===== src/rtl/ex_mem_cond_stage_if.sv =====
// Execute-to-memory stage bus: E-stage instruction fields, pipeline control,
// and the registered M-stage outputs with architectural flags and retire count.
interface ex_mem_cond_stage_if #(
  parameter int DATA_W = 32,
  parameter int RD_W   = 4
);
  logic              stall;
  logic              flush;
  logic              valid_e;
  logic [2:0]        cond_e;
  logic              flag_write_e;
  logic              reg_write_e;
  logic              mem_write_e;
  logic              mem_to_reg_e;
  logic              branch_e;
  logic [DATA_W-1:0] alu_result_e;
  logic [3:0]        alu_flags_e;
  logic [DATA_W-1:0] write_data_e;
  logic [RD_W-1:0]   rd_e;
  logic              cond_pass_e;
  logic              branch_taken_e;
  logic              valid_m;
  logic              reg_write_m;
  logic              mem_write_m;
  logic              mem_to_reg_m;
  logic [DATA_W-1:0] alu_result_m;
  logic [DATA_W-1:0] write_data_m;
  logic [RD_W-1:0]   rd_m;
  logic [3:0]        flags_q;
  logic [DATA_W-1:0] retired_count;

  // Pipeline handshake: an E-stage instruction moves into M on a rising edge
  // only when flush and stall are both low; flush inserts a bubble and wins
  // over stall; stall holds every M-stage output, the flags and the counter.
  modport slave (
    input  stall, flush, valid_e, cond_e, flag_write_e, reg_write_e,
           mem_write_e, mem_to_reg_e, branch_e, alu_result_e, alu_flags_e,
           write_data_e, rd_e,
    output cond_pass_e, branch_taken_e, valid_m, reg_write_m, mem_write_m,
           mem_to_reg_m, alu_result_m, write_data_m, rd_m, flags_q,
           retired_count
  );

  modport master (
    output stall, flush, valid_e, cond_e, flag_write_e, reg_write_e,
           mem_write_e, mem_to_reg_e, branch_e, alu_result_e, alu_flags_e,
           write_data_e, rd_e,
    input  cond_pass_e, branch_taken_e, valid_m, reg_write_m, mem_write_m,
           mem_to_reg_m, alu_result_m, write_data_m, rd_m, flags_q,
           retired_count
  );
endinterface


===== src/rtl/ex_mem_cond_stage.sv =====
// E->M pipeline register with NZCV flags, condition evaluation against the
// current flags, branch redirect request and retired-instruction counter.
module ex_mem_cond_stage #(
  parameter int DATA_W = 32,
  parameter int RD_W   = 4
) (
  input  logic                 clk,
  input  logic                 rst,
  ex_mem_cond_stage_if.slave   bus
);
  logic cond_true;
  logic advance;
  logic flag_n, flag_z, flag_v;

  assign flag_n = bus.flags_q[3];
  assign flag_z = bus.flags_q[2];
  assign flag_v = bus.flags_q[0];

  always_comb begin
    cond_true = 1'b0;
    case (bus.cond_e)
      3'b000:  cond_true = 1'b1;
      3'b001:  cond_true = flag_z;
      3'b010:  cond_true = !flag_z;
      3'b011:  cond_true = (flag_n != flag_v);
      3'b100:  cond_true = (flag_n == flag_v);
      3'b101:  cond_true = !flag_z && (flag_n == flag_v);
      3'b110:  cond_true = flag_z || (flag_n != flag_v);
      default: cond_true = 1'b0;
    endcase
  end

  assign advance            = !bus.flush && !bus.stall;
  assign bus.cond_pass_e    = bus.valid_e && cond_true;
  // Flush is generated from this redirect, so it must not gate it.
  assign bus.branch_taken_e = bus.cond_pass_e && bus.branch_e && !bus.stall;

  always_ff @(posedge clk or posedge rst) begin
    if (rst) begin
      bus.valid_m      <= 1'b0;
      bus.reg_write_m  <= 1'b0;
      bus.mem_write_m  <= 1'b0;
      bus.mem_to_reg_m <= 1'b0;
      bus.alu_result_m <= '0;
      bus.write_data_m <= '0;
      bus.rd_m         <= '0;
    end else if (bus.flush) begin
      bus.valid_m      <= 1'b0;
      bus.reg_write_m  <= 1'b0;
      bus.mem_write_m  <= 1'b0;
      bus.mem_to_reg_m <= 1'b0;
    end else if (!bus.stall) begin
      // Failed conditions still occupy the slot but lose their side effects.
      bus.valid_m      <= bus.valid_e;
      bus.reg_write_m  <= bus.reg_write_e && bus.cond_pass_e;
      bus.mem_write_m  <= bus.mem_write_e && bus.cond_pass_e;
      bus.mem_to_reg_m <= bus.mem_to_reg_e && bus.cond_pass_e;
      bus.alu_result_m <= bus.alu_result_e;
      bus.write_data_m <= bus.write_data_e;
      bus.rd_m         <= bus.rd_e;
    end
  end

  always_ff @(posedge clk or posedge rst) begin
    if (rst) begin
      bus.flags_q       <= 4'b0000;
      bus.retired_count <= '0;
    end else if (advance && bus.cond_pass_e) begin
      if (bus.flag_write_e) bus.flags_q <= bus.alu_flags_e;
      bus.retired_count <= bus.retired_count + DATA_W'(1);
    end
  end
endmodule

===== src/flat_wrapper.sv =====
// flat-port wrapper written by rule: the top's interface ports become plain ports
module ex_mem_cond_stage_flat 
#(
  parameter int DATA_W = 32,
  parameter int RD_W   = 4
)
  (clk, rst, bus_stall, bus_flush, bus_valid_e, bus_cond_e, bus_flag_write_e, bus_reg_write_e, bus_mem_write_e, bus_mem_to_reg_e, bus_branch_e, bus_alu_result_e, bus_alu_flags_e, bus_write_data_e, bus_rd_e, bus_cond_pass_e, bus_branch_taken_e, bus_valid_m, bus_reg_write_m, bus_mem_write_m, bus_mem_to_reg_m, bus_alu_result_m, bus_write_data_m, bus_rd_m, bus_flags_q, bus_retired_count);
  ex_mem_cond_stage_if #(.DATA_W(DATA_W), .RD_W(RD_W)) bus_i ();
  input  logic clk;
  input  logic rst;
  input wire logic [$bits(bus_i.stall)-1:0] bus_stall;
  input wire logic [$bits(bus_i.flush)-1:0] bus_flush;
  input wire logic [$bits(bus_i.valid_e)-1:0] bus_valid_e;
  input wire logic [$bits(bus_i.cond_e)-1:0] bus_cond_e;
  input wire logic [$bits(bus_i.flag_write_e)-1:0] bus_flag_write_e;
  input wire logic [$bits(bus_i.reg_write_e)-1:0] bus_reg_write_e;
  input wire logic [$bits(bus_i.mem_write_e)-1:0] bus_mem_write_e;
  input wire logic [$bits(bus_i.mem_to_reg_e)-1:0] bus_mem_to_reg_e;
  input wire logic [$bits(bus_i.branch_e)-1:0] bus_branch_e;
  input wire logic [$bits(bus_i.alu_result_e)-1:0] bus_alu_result_e;
  input wire logic [$bits(bus_i.alu_flags_e)-1:0] bus_alu_flags_e;
  input wire logic [$bits(bus_i.write_data_e)-1:0] bus_write_data_e;
  input wire logic [$bits(bus_i.rd_e)-1:0] bus_rd_e;
  output wire logic [$bits(bus_i.cond_pass_e)-1:0] bus_cond_pass_e;
  output wire logic [$bits(bus_i.branch_taken_e)-1:0] bus_branch_taken_e;
  output wire logic [$bits(bus_i.valid_m)-1:0] bus_valid_m;
  output wire logic [$bits(bus_i.reg_write_m)-1:0] bus_reg_write_m;
  output wire logic [$bits(bus_i.mem_write_m)-1:0] bus_mem_write_m;
  output wire logic [$bits(bus_i.mem_to_reg_m)-1:0] bus_mem_to_reg_m;
  output wire logic [$bits(bus_i.alu_result_m)-1:0] bus_alu_result_m;
  output wire logic [$bits(bus_i.write_data_m)-1:0] bus_write_data_m;
  output wire logic [$bits(bus_i.rd_m)-1:0] bus_rd_m;
  output wire logic [$bits(bus_i.flags_q)-1:0] bus_flags_q;
  output wire logic [$bits(bus_i.retired_count)-1:0] bus_retired_count;
  assign bus_i.stall = bus_stall;
  assign bus_i.flush = bus_flush;
  assign bus_i.valid_e = bus_valid_e;
  assign bus_i.cond_e = bus_cond_e;
  assign bus_i.flag_write_e = bus_flag_write_e;
  assign bus_i.reg_write_e = bus_reg_write_e;
  assign bus_i.mem_write_e = bus_mem_write_e;
  assign bus_i.mem_to_reg_e = bus_mem_to_reg_e;
  assign bus_i.branch_e = bus_branch_e;
  assign bus_i.alu_result_e = bus_alu_result_e;
  assign bus_i.alu_flags_e = bus_alu_flags_e;
  assign bus_i.write_data_e = bus_write_data_e;
  assign bus_i.rd_e = bus_rd_e;
  assign bus_cond_pass_e = bus_i.cond_pass_e;
  assign bus_branch_taken_e = bus_i.branch_taken_e;
  assign bus_valid_m = bus_i.valid_m;
  assign bus_reg_write_m = bus_i.reg_write_m;
  assign bus_mem_write_m = bus_i.mem_write_m;
  assign bus_mem_to_reg_m = bus_i.mem_to_reg_m;
  assign bus_alu_result_m = bus_i.alu_result_m;
  assign bus_write_data_m = bus_i.write_data_m;
  assign bus_rd_m = bus_i.rd_m;
  assign bus_flags_q = bus_i.flags_q;
  assign bus_retired_count = bus_i.retired_count;
  ex_mem_cond_stage #(.DATA_W(DATA_W), .RD_W(RD_W)) u_core (.clk(clk), .rst(rst), .bus(bus_i));
endmodule

===== config.mk =====
export PLATFORM = sky130hd
export DESIGN_NAME = ex_mem_cond_stage_flat
export DESIGN_NICKNAME = d
export VERILOG_FILES = /design/src/rtl/ex_mem_cond_stage_if.sv /design/src/rtl/ex_mem_cond_stage.sv /design/src/flat_wrapper.sv
export SDC_FILE = /design/constraint.sdc
export NUM_CORES = 1
export LEC_CHECK = 0
export CORE_MARGIN = 2
export CORE_UTILIZATION = 25
export CTS_CLUSTER_DIAMETER = 80
export CTS_CLUSTER_SIZE = 8
export DETAILED_ROUTE_END_ITERATION = 10
export SYNTH_ARGS = -nofsm -noshare
export SYNTH_HDL_FRONTEND = slang
export SYNTH_SLANG_ARGS = --single-unit
export TNS_END_PERCENT = 1

===== constraint.sdc =====
create_clock -name clk -period 4.5 [get_ports clk]
set_input_delay 0.9 -clock clk [delete_from_list [all_inputs] [get_ports clk]]
set_output_delay 0.9 -clock clk [all_outputs]
set_load 0.1 [all_outputs]

==> impl_metrics.py, run 1 <==
metrics = {
    "placement": {
        "gp_congestion": 0.732,
        "buffer_ports.inserted": 194,
        "dp_hpwl_microns": 8330,
    },
    "global_routing": {
        "grt_max_degree": 42,
        "antenna_found_initial": 0,
        "grt_pass1_vias": 3480,
        "overflow": 0,
        "grt_usage_pct": 12.7,
        "grt_pass1_wl_microns": 18300,
    },
    "clock_tree": {
        "cts_resized": 0,
        "cts_made_buffers": 9,
        "hold_buffers": 0,
        "cts.path.max_buffers": 2,
        "post-cts-setup-buffers": 0,
        "clock-sinks": 108,
        "clk_latency_ps": 340,
        "clk_pin_slew_ps": 70,
        "root_buffer": "clkbuf_16",
        "cts_max_level": 3,
        "cts_tree": "done",
    },
    "worst_setup_path": {
        "cp-start-kind": "input pin",
        "path_class": "input pin to output port",
        "cp-end-kind": "output port",
        "cp.required_ps": 3600,
        "reg2regPathDepth": 5,
        "reg2reg_from": "u_core.bus.flags_q[0]",
        "rrSetupSlack_ps": 2360,
        "worstPathArrival_ps": 3050,
        "r2r-end": "u_core.bus.flags_q[1]",
        "worst-path-max-fanout": 10,
    },
    "yosys": {
        "seq_area_frac_synth_pct": 61.7,
        "ys_seq_elements": 108,
        "synth_top_family_by_area": "multiplexers",
        "synth.cell_area_sq_um": 4380,
        "synth_fa_ha_area_share_pct": 0.285,
        "ys.flop_type": "dfrtp_1",
        "synth_simple_gate_area_share_pct": 10.1,
        "yosysUniqueCellTypes": 32,
        "synth_xor_area_share_pct": 6.39,
        "synth_edf_count": 0,
        "synth_mux_area_share_pct": 19.2,
        "syn-num-nets": 403,
        "syn_inst": 317,
        "yosysWarnings": 0,
        "synth_compound_area_share_pct": 0.828,
        "synth.avg_cell_area_sq_um": 13.8,
        "async_flop_share_pct": 100,
    },
    "cells_and_area": {
        "antenna_cells": 0,
        "drive_above_1_share_pct": 19.2,
        "regArea_sq_um": 2700,
        "multi_input_area_sq_um": 1630,
        "n_fill_cell": 1614,
        "final_cell_mix": "192 x clkdlybuf4s50_1, 108 x dfrtp_1, 73 x mux2_2",
        "layout.nets": 603,
        "layout_commonest_cell": "clkdlybuf4s50_1",
        "area_growth_pct": 57.5,
    },
    "sta": {
        "timing.fmax_mhz": 253,
        "finalHoldViolations": 0,
        "tns_ps": 0,
        "whs_ps": 472,
        "worst_slew_margin_rel_pct": 28.4,
        "grt_setup_unrepaired": "no",
        "finalClockSkew_ps": 3.44,
        "finalMaxSlewViolations": 0,
        "fin_crit_sh_pct": 87.9,
        "setup_viol": 0,
        "period_minus_slack_ps": 3950,
        "worst_pin_slew_ps": 1070,
    },
    "routing": {
        "detail_route.iter0.violations": 97,
        "first_pass_iters": 4,
        "wl_per_cell_microns": 15.2,
        "drt_wl_total_microns": 11400,
        "final_antenna_net_count": 0,
        "drc": 0,
        "vias": 3256,
        "vias_per_cell": 4.36,
    },
    "floorplan": {
        "core_sq_um": 17200,
        "start_util_pct": 25.4,
        "ios": 195,
        "die_w_microns": 136,
        "fp.dieH_microns": 136,
        "fp-row-count": 48,
        "dieArea_sq_um": 18600,
    },
    "power_and_ir_drop": {
        "ir_drop_v": 0.000403,
        "totalPowerFinal_uw": 3580,
        "p_leak_uw": 0.00284,
        "power_density_nw_per_um2": 518,
    },
    "min_path": {
        "whs_path_depth": 1,
        "min_to": "u_core.bus.retired_count[31]",
        "hold_start": "u_core.bus.retired_count[31]",
        "min_path_type": "register to register",
    },
    "flow_run": {
        "maxCapViolations": 0,
    },
    "run_status": {
        "outcome": "finished clean",
    },
}
area by class of cell:
class	count	share of cell area, %
sequential	108	39.1
timing repair buffer	200	29.1
multi-input combinational	195	23.6
tap	225	4.08
clock buffer	13	3.62
clock inverter	3	0.326
inverter	3	0.199
per-stage QoR:
stage / instances / util (%) / area (sq um) / setup WS [ps]
2_1_floorplan: 317 / - / 4390 / 497
3_3_place_gp: 731 / 38.5 / 6630 / 619
3_5_place_dp: 731 / 38.5 / 6630 / 554
4_1_cts: 747 / 40.1 / 6900 / 546
5_1_grt: 747 / 40.1 / 6900 / 458
6_report: 747 / 40.1 / 6900 / 546
cells by family after synthesis:
group	count (synthesis)
flops	108
simple gates	81
mux	75
xor+xnor	32
buf+inv	14
compound gates	6
fa+ha+maj	1
where the power goes:
group	switching (uW)	internal, uW	leakage [uW]
sequential	88.7	1100	0.00134
combinational	1210	431	0.00137
clock	350	393	0.000134
total	1650	1920	0.00284
sequential cells by signal, indices dropped and copies added (netlist names):
name / flops
u_core.bus.valid_m: 1
u_core.bus.retired_count: 32
u_core.bus.rd_m: 4
u_core.bus.mem_to_reg_m: 1
u_core.bus.mem_write_m: 1
u_core.bus.reg_write_m: 1
u_core.bus.write_data_m: 32
u_core.bus.flags_q: 4
u_core.bus.alu_result_m: 32
worst max-delay path, stage by stage:
cell	delay, ps
clkdlybuf4s50_1	570
mux2i_1	230
nor2_1	70
o32a_1	390
or2_1	390
nor3b_2	300
buf_12	210
how the worst max path moves through the flow:
stage | start | to | slack, ps | depth (start not counted)
global route | bus_cond_e[2] | bus_branch_taken_e | 460 | 7
finish | bus_cond_e[2] | bus_branch_taken_e | 550 | 7
detailed placement | bus_cond_e[2] | bus_branch_taken_e | 550 | 7
global placement | bus_cond_e[2] | bus_branch_taken_e | 620 | 7
floorplan | bus_cond_e[2] | bus_branch_taken_e | 500 | 6
CTS | bus_cond_e[2] | bus_branch_taken_e | 550 | 7
synthesized netlist by cell type (3+ instances only):
cell type / number / area, sq um
dfrtp_1: 108 / 2700
inv_1: 3 / 11.3
mux2_2: 73 / 822
xnor2_1: 20 / 175
nand2_1: 16 / 60.1
and4_1: 3 / 26.3
nor3_1: 5 / 25.0
nand4_1: 6 / 37.5
a21oi_1: 4 / 20.0
nor2_1: 6 / 22.5
nand3b_1: 3 / 22.5
nand3_1: 18 / 90.1
nor4_1: 4 / 25.0
clkbuf_1: 7 / 26.3
xor2_1: 12 / 105
and3_1: 9 / 56.3
per-layer routing:
metal	GRT usage (%)	part of all wire [%]	routed length, microns
met1	15.0	41	4650
met3	5.33	11	1200
met2	20.5	47	5300
met4	5.09	1.7	192
met5	0	0	0
Note: power is estimated with default switching activity, not from simulation.
==> inputs of run 2 (changes only) <==
==> constraint.sdc (replaced) <==
create_clock -name clk -period 4.5 [get_ports clk]
set_input_delay 0.9 -clock clk [delete_from_list [all_inputs] [get_ports clk]]
set_output_delay 0.9 -clock clk [all_outputs]
set_load 0.05 [all_outputs]
==> impl_metrics.py, run 2 (synthesis results as in run 1) <==
metrics = {
    "placement": {
        "buffer_ports.inserted": 194,
        "pre_cts_slack_ps": 512,
        "dp_hpwl_microns": 8370,
        "gp_congestion": 0.736,
    },
    "worst_setup_path": {
        "path_class": "input pin to output port",
        "cp-end-kind": "output port",
        "worstPathArrival_ps": 3090,
        "crit_start": "bus_cond_e[2]",
        "cp.required_ps": 3600,
        "worst-path-max-fanout": 10,
        "cp-start-kind": "input pin",
        "reg2reg_from": "u_core.bus.flags_q[0]",
    },
    "clock_tree": {
        "cts.path.max_buffers": 2,
        "root_buffer": "clkbuf_16",
        "clk_latency_ps": 350,
        "hold_buffers": 0,
        "clk_pin_slew_ps": 70,
        "cts_tree": "done",
        "cts_made_buffers": 9,
        "post-cts-setup-buffers": 0,
        "cts_max_level": 3,
        "clock-sinks": 108,
        "cts_resized": 0,
    },
    "sta": {
        "grt_setup_unrepaired": "no",
        "setup_ws_ps": 511,
        "tns_ps": 0,
        "timing.fmax_mhz": 251,
        "finalHoldViolations": 0,
        "finalClockSkew_ps": 10.4,
        "setup_viol": 0,
        "worst_slew_margin_rel_pct": 61.7,
        "period_minus_slack_ps": 3990,
        "fin_crit_sh_pct": 88.7,
        "whs_ps": 476,
        "finalMaxSlewViolations": 0,
        "worst_pin_slew_ps": 572,
    },
    "cells_and_area": {
        "antenna_cells": 0,
        "n_fill_cell": 1619,
        "layout.nets": 602,
        "largestRegisters": "u_core.bus.alu_result_m (32), u_core.bus.retired_count (32), u_core.bus.write_data_m (32)",
        "layout_commonest_cell": "clkdlybuf4s50_1",
        "final_cell_mix": "192 x clkdlybuf4s50_1, 108 x dfrtp_1, 73 x mux2_2",
        "drive_above_1_share_pct": 19.4,
        "area_growth_pct": 58.7,
    },
    "power_and_ir_drop": {
        "ir_drop_v": 0.000241,
        "p_leak_uw": 0.00286,
        "power_density_nw_per_um2": 456,
    },
    "routing": {
        "first_pass_iters": 4,
        "detail_route.iter0.violations": 108,
        "vias": 3257,
        "final_antenna_net_count": 0,
        "drc": 0,
        "drt_wl_total_microns": 11400,
        "vias_per_cell": 4.37,
        "wl_per_cell_microns": 15.2,
    },
    "floorplan": {
        "core_sq_um": 17200,
        "die_w_microns": 136,
        "fp-row-count": 48,
        "ios": 195,
        "dieArea_sq_um": 18600,
        "start_util_pct": 25.4,
        "fp.dieH_microns": 136,
    },
    "global_routing": {
        "grt_max_degree": 109,
        "overflow": 0,
        "grt_usage_pct": 12.5,
        "antenna_found_initial": 0,
        "grt_pass1_wl_microns": 17800,
        "grt_pass1_vias": 3375,
    },
    "min_path": {
        "hold_start": "u_core.bus.retired_count[31]",
        "min_path_type": "register to register",
    },
    "flow_run": {
        "maxCapViolations": 0,
    },
    "run_status": {
        "outcome": "finished clean",
    },
}
-- run 2: cell types whose count changed in the layout (fill, tap and decap cells not counted), sizes merged --
cell      delta
inv          +2
clkinvlp     +2
clkbuf       -4
buf          -1
bufinv       +2
clkinv       -2
-- run 2: critical path: stages --
cell,delay [ps]
clkdlybuf4s50_1,570
mux2i_1,210
nor2_1,50
o32a_1,380
or2_1,390
nor3b_1,400
buf_12,190
-- run 2: per-stage QoR --
| step | total power (uW) | area (sq um) | util (%) | cells |
|---|---|---|---|---|
| 2_1_floorplan | 1900 | 4380 | - | 317 |
| 3_3_place_gp | 2320 | 6630 | 38.5 | 730 |
| 3_5_place_dp | 2340 | 6630 | 38.5 | 730 |
| 4_1_cts | 3230 | 6950 | 40.3 | 746 |
| 5_1_grt | 3310 | 6950 | 40.3 | 746 |
| 6_report | 3170 | 6950 | 40.3 | 746 |
-- run 2: report_power, final --
part | total (uW) | switching (uW) | internal, uW
Clock | 864 | 373 | 491
Combinational | 1130 | 692 | 433
Sequential | 1180 | 85.8 | 1100
-- run 2: path summary, 6_finish.rpt --
| kind | slack (ps) | endpoint | cells past startpoint |
|---|---|---|---|
| setup / recovery | 510 | bus_branch_taken_e | 7 |
| hold / removal | 480 | u_core.bus.retired_count[31] | 1 |
| setup reg to reg | 2340 | u_core.bus.flags_q[3] | 6 |
| hold reg to reg | 480 | u_core.bus.retired_count[31] | 1 |
| max in group asynchronous | 3030 | u_core.bus.retired_count[10] | 3 |
| min in group asynchronous | 1050 | u_core.bus.alu_result_m[11] | 3 |
-- run 2: layout make-up --
class / instances / area, sq um / share of cell area (%)
repair buffers: 199 / 2010 / 28.9
multi-input cells: 195 / 1620 / 23.3
inverters: 3 / 13.8 / 0.198
clock inverters: 7 / 97.6 / 1.40
flip-flops and latches: 108 / 2700 / 38.9
well taps: 225 / 282 / 4.05
clock buffers: 9 / 225 / 3.24
-- run 2: metal layers --
metal / share of wire [%] / up-vias / wire, microns / track usage [%]
met5: 0 / - / 0 / 0
met4: 1.8 / 0 / 210 / 4.98
met3: 9.1 / 14 / 1040 / 4.96
met2: 49 / 120 / 5610 / 21.1
met1: 40 / 1610 / 4510 / 14.2
li1: - / 1513 / - / -
==> inputs of run 3 (changes only) <==
--- a/config.mk
+++ b/config.mk
@@ -10,6 +10,7 @@
 export CTS_CLUSTER_DIAMETER = 80
 export CTS_CLUSTER_SIZE = 8
 export DETAILED_ROUTE_END_ITERATION = 10
+export PLACE_DENSITY = 0.57
 export SYNTH_ARGS = -nofsm -noshare
 export SYNTH_HDL_FRONTEND = slang
 export SYNTH_SLANG_ARGS = --single-unit
==> impl_metrics.py, run 3 (synthesis results as in run 1) <==
metrics = {
    "worst_setup_path": {
        "path_class": "input pin to output port",
        "worst-path-max-fanout": 10,
        "rrSetupSlack_ps": 2310,
        "worstPathArrival_ps": 3080,
        "reg2reg_from": "u_core.bus.flags_q[0]",
        "crit_start": "bus_cond_e[2]",
        "cp.required_ps": 3600,
        "r2r-end": "u_core.bus.flags_q[0]",
        "cp-start-kind": "input pin",
        "cp-end-kind": "output port",
        "reg2regPathDepth": 6,
    },
    "cells_and_area": {
        "drive_above_1_share_pct": 19.2,
        "largestRegisters": "u_core.bus.alu_result_m (32), u_core.bus.retired_count (32), u_core.bus.write_data_m (32)",
        "regArea_sq_um": 2700,
        "n_fill_cell": 1616,
        "finish.utilization_pct": 40.2,
        "area_growth_pct": 58.3,
        "multi_input_area_sq_um": 1620,
        "stdcell_count": 746,
        "antenna_cells": 0,
        "layout_commonest_cell": "clkdlybuf4s50_1",
        "final_cell_mix": "192 x clkdlybuf4s50_1, 108 x dfrtp_1, 73 x mux2_2",
        "layout.nets": 602,
    },
    "global_routing": {
        "grt.met1_usage_pct": 14.8,
        "antenna_found_initial": 0,
        "grt_pass1_wl_microns": 18100,
        "overflow": 0,
        "grt_usage_pct": 12.5,
        "grt_pass1_vias": 3573,
        "grt_max_degree": 84,
        "grt-busiest-layer": "met2",
        "use_met3_pct": 4.74,
        "grtUsageMet2_pct": 20.4,
    },
    "clock_tree": {
        "clk_pin_slew_ps": 70,
        "cts_tree": "done",
        "hold_buffers": 0,
        "cts_resized": 0,
        "post-cts-setup-buffers": 0,
        "cts_made_buffers": 9,
        "clk_latency_ps": 350,
        "clock-sinks": 108,
        "cts.path.max_buffers": 2,
        "cts_max_level": 3,
        "root_buffer": "clkbuf_16",
    },
    "sta": {
        "timing.fmax_mhz": 251,
        "worst_slew_margin_rel_pct": 31.6,
        "whs_ps": 496,
        "period_minus_slack_ps": 3980,
        "finalClockSkew_ps": 3.05,
        "finalHoldViolations": 0,
        "finalMaxSlewViolations": 0,
        "grt_setup_unrepaired": "no",
        "tns_ps": 0,
        "worst_pin_slew_ps": 1030,
        "fin_crit_sh_pct": 88.4,
        "setup_viol": 0,
    },
    "min_path": {
        "hold_start": "u_core.bus.retired_count[27]",
        "min_to": "u_core.bus.retired_count[27]",
        "min_path_type": "register to register",
        "whs_path_depth": 1,
    },
    "routing": {
        "drc": 0,
        "wl_per_cell_microns": 15.1,
        "vias_per_cell": 4.36,
        "final_antenna_net_count": 0,
        "vias": 3251,
        "first_pass_iters": 4,
        "detail_route.iter0.violations": 92,
        "drt_wl_total_microns": 11200,
    },
    "floorplan": {
        "start_util_pct": 25.4,
        "fp.dieH_microns": 136,
        "ios": 195,
        "die_w_microns": 136,
        "fp-row-count": 48,
        "dieArea_sq_um": 18600,
        "core_sq_um": 17200,
    },
    "power_and_ir_drop": {
        "power_density_nw_per_um2": 455,
        "p_leak_uw": 0.00285,
        "ir_drop_v": 0.000230,
    },
    "run_status": {
        "outcome": "finished clean",
    },
    "placement": {
        "dp_hpwl_microns": 8280,
        "gp_congestion": 0.722,
        "place_inst": 730,
        "buffer_ports.inserted": 194,
    },
    "flow_run": {
        "maxCapViolations": 0,
    },
}
-- run 3: changes by cell type in the layout (fill, tap and decap cells not counted), sizes merged --
cell	before	now
clkbuf	9	10
clkinv	1	2
inv	5	3
-- run 3: worst max path at each step --
stage	endpoint	slack [ps]
floorplan	bus_branch_taken_e	570
global placement	bus_branch_taken_e	520
detailed placement	bus_branch_taken_e	520
CTS	bus_branch_taken_e	510
global route	bus_branch_taken_e	360
finish	bus_branch_taken_e	520
-- run 3: worst max-delay path, stage by stage --
cell and delay [ps]:
clkdlybuf4s50_1 560, mux2i_1 210, nor2_1 50, o32a_1 380, or2_1 380, nor3b_1 400, buf_12 190
-- run 3: final cells by class --
class / instances / area share (%)
Clock buffer: 10 / 3.30
Clock inverter: 6 / 1.28
Inverter: 3 / 0.198
Multi-Input combinational cell: 195 / 23.4
Sequential cell: 108 / 39.0
Tap cell: 225 / 4.06
Timing Repair Buffer: 199 / 28.8
-- run 3: stage by stage --
step / cell area [sq um] / power (uW) / worst slack (ps)
floorplan: 4380 / 1900 / 571
global placement: 6620 / 2320 / 521
detailed placement: 6620 / 2340 / 522
CTS: 6940 / 3200 / 506
global route: 6940 / 3310 / 357
finish: 6940 / 3160 / 521
-- run 3: layer usage --
metal	part of all wire, %	vias to the layer above	routed length [microns]
met1	42	1606	4680
met5	0	-	0
met3	8.7	12	976
met4	1.7	0	193
met2	48	118	5390
li1	-	1515	-
-- run 3: where the power goes --
group	switching [uW]	internal (uW)
Clock	359	488
Combinational	689	432
Sequential	92.2	1100
Total	1140	2020
